### config.mk
export PLATFORM = sky130hd
export DESIGN_NAME = regfile_mp_flat
export DESIGN_NICKNAME = d
export VERILOG_FILES = /design/src/rtl/regfile_mp_if.sv /design/src/rtl/regfile_mp.sv /design/src/flat_wrapper.sv
export SDC_FILE = /design/constraint.sdc
export NUM_CORES = 2
export LEC_CHECK = 0
export CAP_MARGIN = 20
export CELL_PAD_IN_SITES_DETAIL_PLACEMENT = 0
export CELL_PAD_IN_SITES_GLOBAL_PLACEMENT = 1
export CORE_MARGIN = 2
export CORE_UTILIZATION = 27
export DETAILED_ROUTE_END_ITERATION = 16
export HOLD_SLACK_MARGIN = 0.12
export PLACE_DENSITY = 0.57
export SYNTH_ARGS = -nofsm -noshare
export SYNTH_HDL_FRONTEND = slang
export SYNTH_SLANG_ARGS = --single-unit
### constraint.sdc
create_clock -name clk -period 32.5 [get_ports clk]
set_clock_uncertainty 0.2 [all_clocks]
set_input_delay 4.875 -clock clk [delete_from_list [all_inputs] [get_ports clk]]
set_output_delay 4.875 -clock clk [all_outputs]
set_load 0.02 [all_outputs]
### src/rtl/regfile_mp_if.sv
// Bus bundle for regfile_mp: write port, read ports, issue port and scoreboard view.
interface regfile_mp_if #(
  parameter int XLEN  = 32,
  parameter int NREGS = 32,
  parameter int NRD   = 2
);
  localparam int AW = $clog2(NREGS);

  logic                 we;
  logic [AW-1:0]        rd_addr;
  logic [XLEN-1:0]      rd_din;
  logic [NRD*AW-1:0]    rs_addr;
  logic [NRD*XLEN-1:0]  rs_dout;
  logic [NRD-1:0]       rs_busy;
  logic                 iss_valid;
  logic [AW-1:0]        iss_addr;
  logic [NREGS-1:0]     busy_vec;

  // Pipeline side driving writes, reads and issues
  modport master (
    output we, rd_addr, rd_din, rs_addr, iss_valid, iss_addr,
    input  rs_dout, rs_busy, busy_vec
  );

  // Register file side
  modport slave (
    input  we, rd_addr, rd_din, rs_addr, iss_valid, iss_addr,
    output rs_dout, rs_busy, busy_vec
  );
endinterface

### src/rtl/regfile_mp.sv
// Multi-read-port register file with a per-register pending-write scoreboard.
// Register 0 reads as zero and never becomes busy.
module regfile_mp #(
  parameter int XLEN  = 32,
  parameter int NREGS = 32,
  parameter int NRD   = 2
) (
  input  logic        clk,
  input  logic        rst,
  regfile_mp_if.slave bus
);
  localparam int AW = $clog2(NREGS);

  logic [XLEN-1:0]  regs   [NREGS];
  logic [NREGS-1:0] busy;
  logic [NREGS-1:0] busy_nxt;
  logic [AW-1:0]    addr_q [NRD];

  logic wr_hit;
  logic iss_hit;

  assign wr_hit  = bus.we        && (bus.rd_addr  != '0);
  assign iss_hit = bus.iss_valid && (bus.iss_addr != '0);

  // Register array write port; entry 0 is only ever cleared
  always_ff @(posedge clk or posedge rst) begin
    if (rst) begin
      for (int unsigned r = 0; r < NREGS; r++) regs[r] <= '0;
    end else if (wr_hit) begin
      regs[bus.rd_addr] <= bus.rd_din;
    end
  end

  // Next scoreboard: writeback clears first, then issue sets so a same-register issue wins
  always_comb begin
    busy_nxt = busy;
    if (wr_hit)  busy_nxt[bus.rd_addr]  = 1'b0;
    if (iss_hit) busy_nxt[bus.iss_addr] = 1'b1;
  end

  // Scoreboard state
  always_ff @(posedge clk or posedge rst) begin
    if (rst) busy <= '0;
    else     busy <= busy_nxt;
  end

  // Per-port read address capture
  always_ff @(posedge clk or posedge rst) begin
    if (rst) begin
      for (int unsigned i = 0; i < NRD; i++) addr_q[i] <= '0;
    end else begin
      for (int unsigned i = 0; i < NRD; i++) addr_q[i] <= bus.rs_addr[i*AW +: AW];
    end
  end

  // Read data and busy lookup straight from the array so held addresses track later writes
  always_comb begin
    bus.rs_dout = '0;
    bus.rs_busy = '0;
    for (int unsigned i = 0; i < NRD; i++) begin
      bus.rs_dout[i*XLEN +: XLEN] = regs[addr_q[i]];
      bus.rs_busy[i]              = busy[addr_q[i]];
    end
  end

  assign bus.busy_vec = busy;
endmodule

### src/flat_wrapper.sv
// flat-port wrapper written by rule: the top's interface ports become plain ports
module regfile_mp_flat 
#(
  parameter int XLEN  = 32,
  parameter int NREGS = 32,
  parameter int NRD   = 2
)
  (clk, rst, bus_we, bus_rd_addr, bus_rd_din, bus_rs_addr, bus_iss_valid, bus_iss_addr, bus_rs_dout, bus_rs_busy, bus_busy_vec);
  regfile_mp_if #(.XLEN(XLEN), .NREGS(NREGS), .NRD(NRD)) bus_i ();
  input  logic clk;
  input  logic rst;
  input wire logic [$bits(bus_i.we)-1:0] bus_we;
  input wire logic [$bits(bus_i.rd_addr)-1:0] bus_rd_addr;
  input wire logic [$bits(bus_i.rd_din)-1:0] bus_rd_din;
  input wire logic [$bits(bus_i.rs_addr)-1:0] bus_rs_addr;
  input wire logic [$bits(bus_i.iss_valid)-1:0] bus_iss_valid;
  input wire logic [$bits(bus_i.iss_addr)-1:0] bus_iss_addr;
  output wire logic [$bits(bus_i.rs_dout)-1:0] bus_rs_dout;
  output wire logic [$bits(bus_i.rs_busy)-1:0] bus_rs_busy;
  output wire logic [$bits(bus_i.busy_vec)-1:0] bus_busy_vec;
  assign bus_i.we = bus_we;
  assign bus_i.rd_addr = bus_rd_addr;
  assign bus_i.rd_din = bus_rd_din;
  assign bus_i.rs_addr = bus_rs_addr;
  assign bus_i.iss_valid = bus_iss_valid;
  assign bus_i.iss_addr = bus_iss_addr;
  assign bus_rs_dout = bus_i.rs_dout;
  assign bus_rs_busy = bus_i.rs_busy;
  assign bus_busy_vec = bus_i.busy_vec;
  regfile_mp #(.XLEN(XLEN), .NREGS(NREGS), .NRD(NRD)) u_core (.clk(clk), .rst(rst), .bus(bus_i));
endmodule
==> impl_metrics.toml <==
[cts]
clockRootBuffer = "clkbuf_16"
clk_pin_slew_worst_paths_ns = 0.06
cts_tree = "built"
cts-hold-fix-buffers = 0
cts_setup_buffers = 0
post_cts_resized = 0
clock_latency_ns = 0.75
cts_htree_levels = 3
cts_inserted_buffers = 117
clock_path_buffers = 3
cts_num_sinks = 1066

[synthesis]
ys_top_cells_by_area = "dfrtp_1 46%, mux2_2 19%, mux2i_1 18%"
synth_most_common_cell = "dfrtp_1"
synth_cells = 4792
ys_ff_latch = 1066
yosys_most_used_dff = "dfrtp_1"
ys_warn_count = 0
synth_common_cells = "1066 x dfrtp_1, 1054 x mux2i_1, 969 x mux2_2"
seq_area_frac_synth = 0.465
netlist_area_mm2 = 0.0574
yosys.area.top_type_share = 0.465
synth_edf_count = 0
synthDistinctLibCells = 36
synth_nets = 4848
synth_area_leader_cell = "dfrtp_1"
async_reset_ff_frac = 1.00
synth_area_per_cell_um2 = 12.0

[global_route]
grt_pass1_vias = 41764
globalRouteOverflowTotal = 0
grt_max_degree = 158
grt_antenna_before_repair = 15
grt_pass1_wl_um = 308000
grt_usage = 0.193

[pwr]
power.share.switching = 0.297
power_density_mw_per_mm2 = 61.1
combPwrFrac = 0.201
ir_drop_mv = 0.0479
p_sw_uw = 1200
power_frac_seq = 0.441
leakagePower_uw = 0.0301
power_uw = 4040
p_int_uw = 2840
pwr-share-clk = 0.358

[worst_setup_path]
worstPathRequired_ns = 27.42
end_kind = "output port"
worstPathMaxFanout = 56
path_class = "reg2out"
reg2reg_depth = 2
setup.worst_path.start_class = "register"
arrival_ns = 6.26

[drt]
drt-initial-drc-count = 2821
drc_errors = 0
dr.pass1.iters = 5
wire_per_inst_um = 28.1
wl_um = 214000
vias = 40198
vias_per_cell = 5.28
ant_nets = 0

[sta]
final-max-slew-violation-count = 0
fmax_ghz = 0.0882
setup_viol = 0
tns_ns = 0
min_period_over_period = 0.349
whs_ns = 0.203
slew-limit-headroom = 0.230
period_minus_slack_ns = 11.34
max_slew.worst_pin.slew_ns = 1.16
rsz0062_at_grt = "false"
hold_violations = 0

[finish]
layout-drive-gt1-share = 0.280
layout-area-overhead-vs-synth_pct = 15.0
fin_cells = 7609
final_area_mm2 = 0.0661
register_area_mm2 = 0.0267
final_nets = 4739
nFillCells = 21290
multi_input_area_mm2 = 0.0288

[placement]
gp_congestion = 0.771
dpl_cell_area_mm2 = 0.0615
place_hpwl_um = 116000
placedCellCount = 7367
portBuffers = 153

[die]
die_x_um = 465
core_area_mm2 = 0.212
die_y_um = 465
dieArea_mm2 = 0.216
placementRows = 169
io_pins = 154
initial_core_util = 0.271

[flow_run]
drv_cap = 0

[min_path]
hp-class = "reg2reg"
hold_path_depth = 0

[run_status]
run_status = "finished, final reports clean"
-- cells in the final DEF (no fill, tap or decap), types with 3 or more instances in the layout --
master,synthesis,routed
dfrtp_1,1066,1064
mux2i_1,1054,1054
mux2_2,969,969
nand2_1,218,201
nand3_1,200,200
a22oi_1,198,198
a21oi_1,198,198
clkdlybuf4s50_1,0,153
a22o_1,143,143
clkbuf_16,0,123
buf_4,12,80
nor3_1,69,69
a31oi_1,66,66
clkbuf_8,0,35
clkinv_2,0,27
o21ai_0,26,26
mux2_1,23,23
nor2_4,0,18
clkbuf_1,251,17
nand2_2,0,13
bufinv_16,0,13
buf_12,0,11
buf_16,0,9
buf_8,0,8
diode_2,0,5
nand3b_1,4,4
o31ai_1,4,4
a32o_1,4,4
nand2_4,0,4
nor2b_4,0,4
nand2b_2,0,4
clkinvlp_4,0,4
clkinv_8,0,4
nor3b_2,3,3
nor3b_1,3,3
nand2b_1,7,3
nand4b_1,3,3
-- final timing paths --
path,start,endpoint,slack [ns]
setup / recovery,u_core.addr_q[6],bus_rs_dout[10],21.16
setup reg to reg,u_core.bus.busy_vec[23],u_core.bus.busy_vec[23],31.15
max in group asynchronous,rst,u_core.regs[10],24.93
min in group asynchronous,rst,u_core.regs[212],4.33
hold reg to reg,u_core.regs[994],u_core.regs[994],0.20
hold / removal,u_core.regs[994],u_core.regs[994],0.20
-- area by class of cell --
| class | instances | share of cell area |
|---|---|---|
| diodes | 5 | 0.000189 |
| clock buffers | 170 | 0.0530 |
| clock inverters | 49 | 0.00987 |
| inverters | 2 | 0.000170 |
| multi-input cells | 3230 | 0.436 |
| flip-flops and latches | 1066 | 0.404 |
| well taps | 2821 | 0.0534 |
| repair buffers | 266 | 0.0431 |
-- registers in the layout (all words and copies together) (netlist names) --
signal               cells
u_core.addr_q           10
u_core.bus.busy_vec     32
u_core.regs           1024
-- cell families (layout without fill, tap and decap cells) --
kind of cell,count (synthesis),in the layout,share of synthesized area
AOI/OAI and AO/OA,642,642,0.0760
muxes,2046,2046,0.378
buffers and inverters,496,487,0.0373
DFF,1066,1066,0.465
other,0,5,0
and+or+nand+nor,542,542,0.0439
-- metrics by stage --
step / setup slack [ns] / utilization
CTS: 20.96 / 0.310
floorplan: 12.72 / -
global route: 20.74 / 0.312
finish: 21.16 / 0.312
detailed placement: 21.82 / 0.290
global placement: 21.85 / 0.290
-- routing by layer --
layer,global-route usage,vias to the layer above,part of all wire
met5,0,-,0.000061
met3,0.0213,339,0.032
met1,0.255,21480,0.45
met2,0.322,920,0.48
li1,-,17457,-
met4,0.0797,2,0.043
-- critical path: stages, from the launching register on --
cell             delay [ns]
dfrtp_4                0.94
buf_4                  0.90
buf_4                  0.95
buf_4                  0.92
mux2i_1                0.17
a22o_1                 0.26
nor3_1                 0.27
a31oi_1                0.11
nand3_1                0.22
clkdlybuf4s50_1        0.69
-- power groups by stage --
stage | sequential, µW | clock [µW] | combinational, µW
final | 1780 | 1450 | 812
after global routing | 1820 | 1530 | 881
after CTS | 1780 | 1480 | 813
after detailed placement | 1800 | 0 | 810
after global placement | 1790 | 0 | 796
after floorplan | 1750 | 0 | 581
Power figures use the tool's default switching activity.
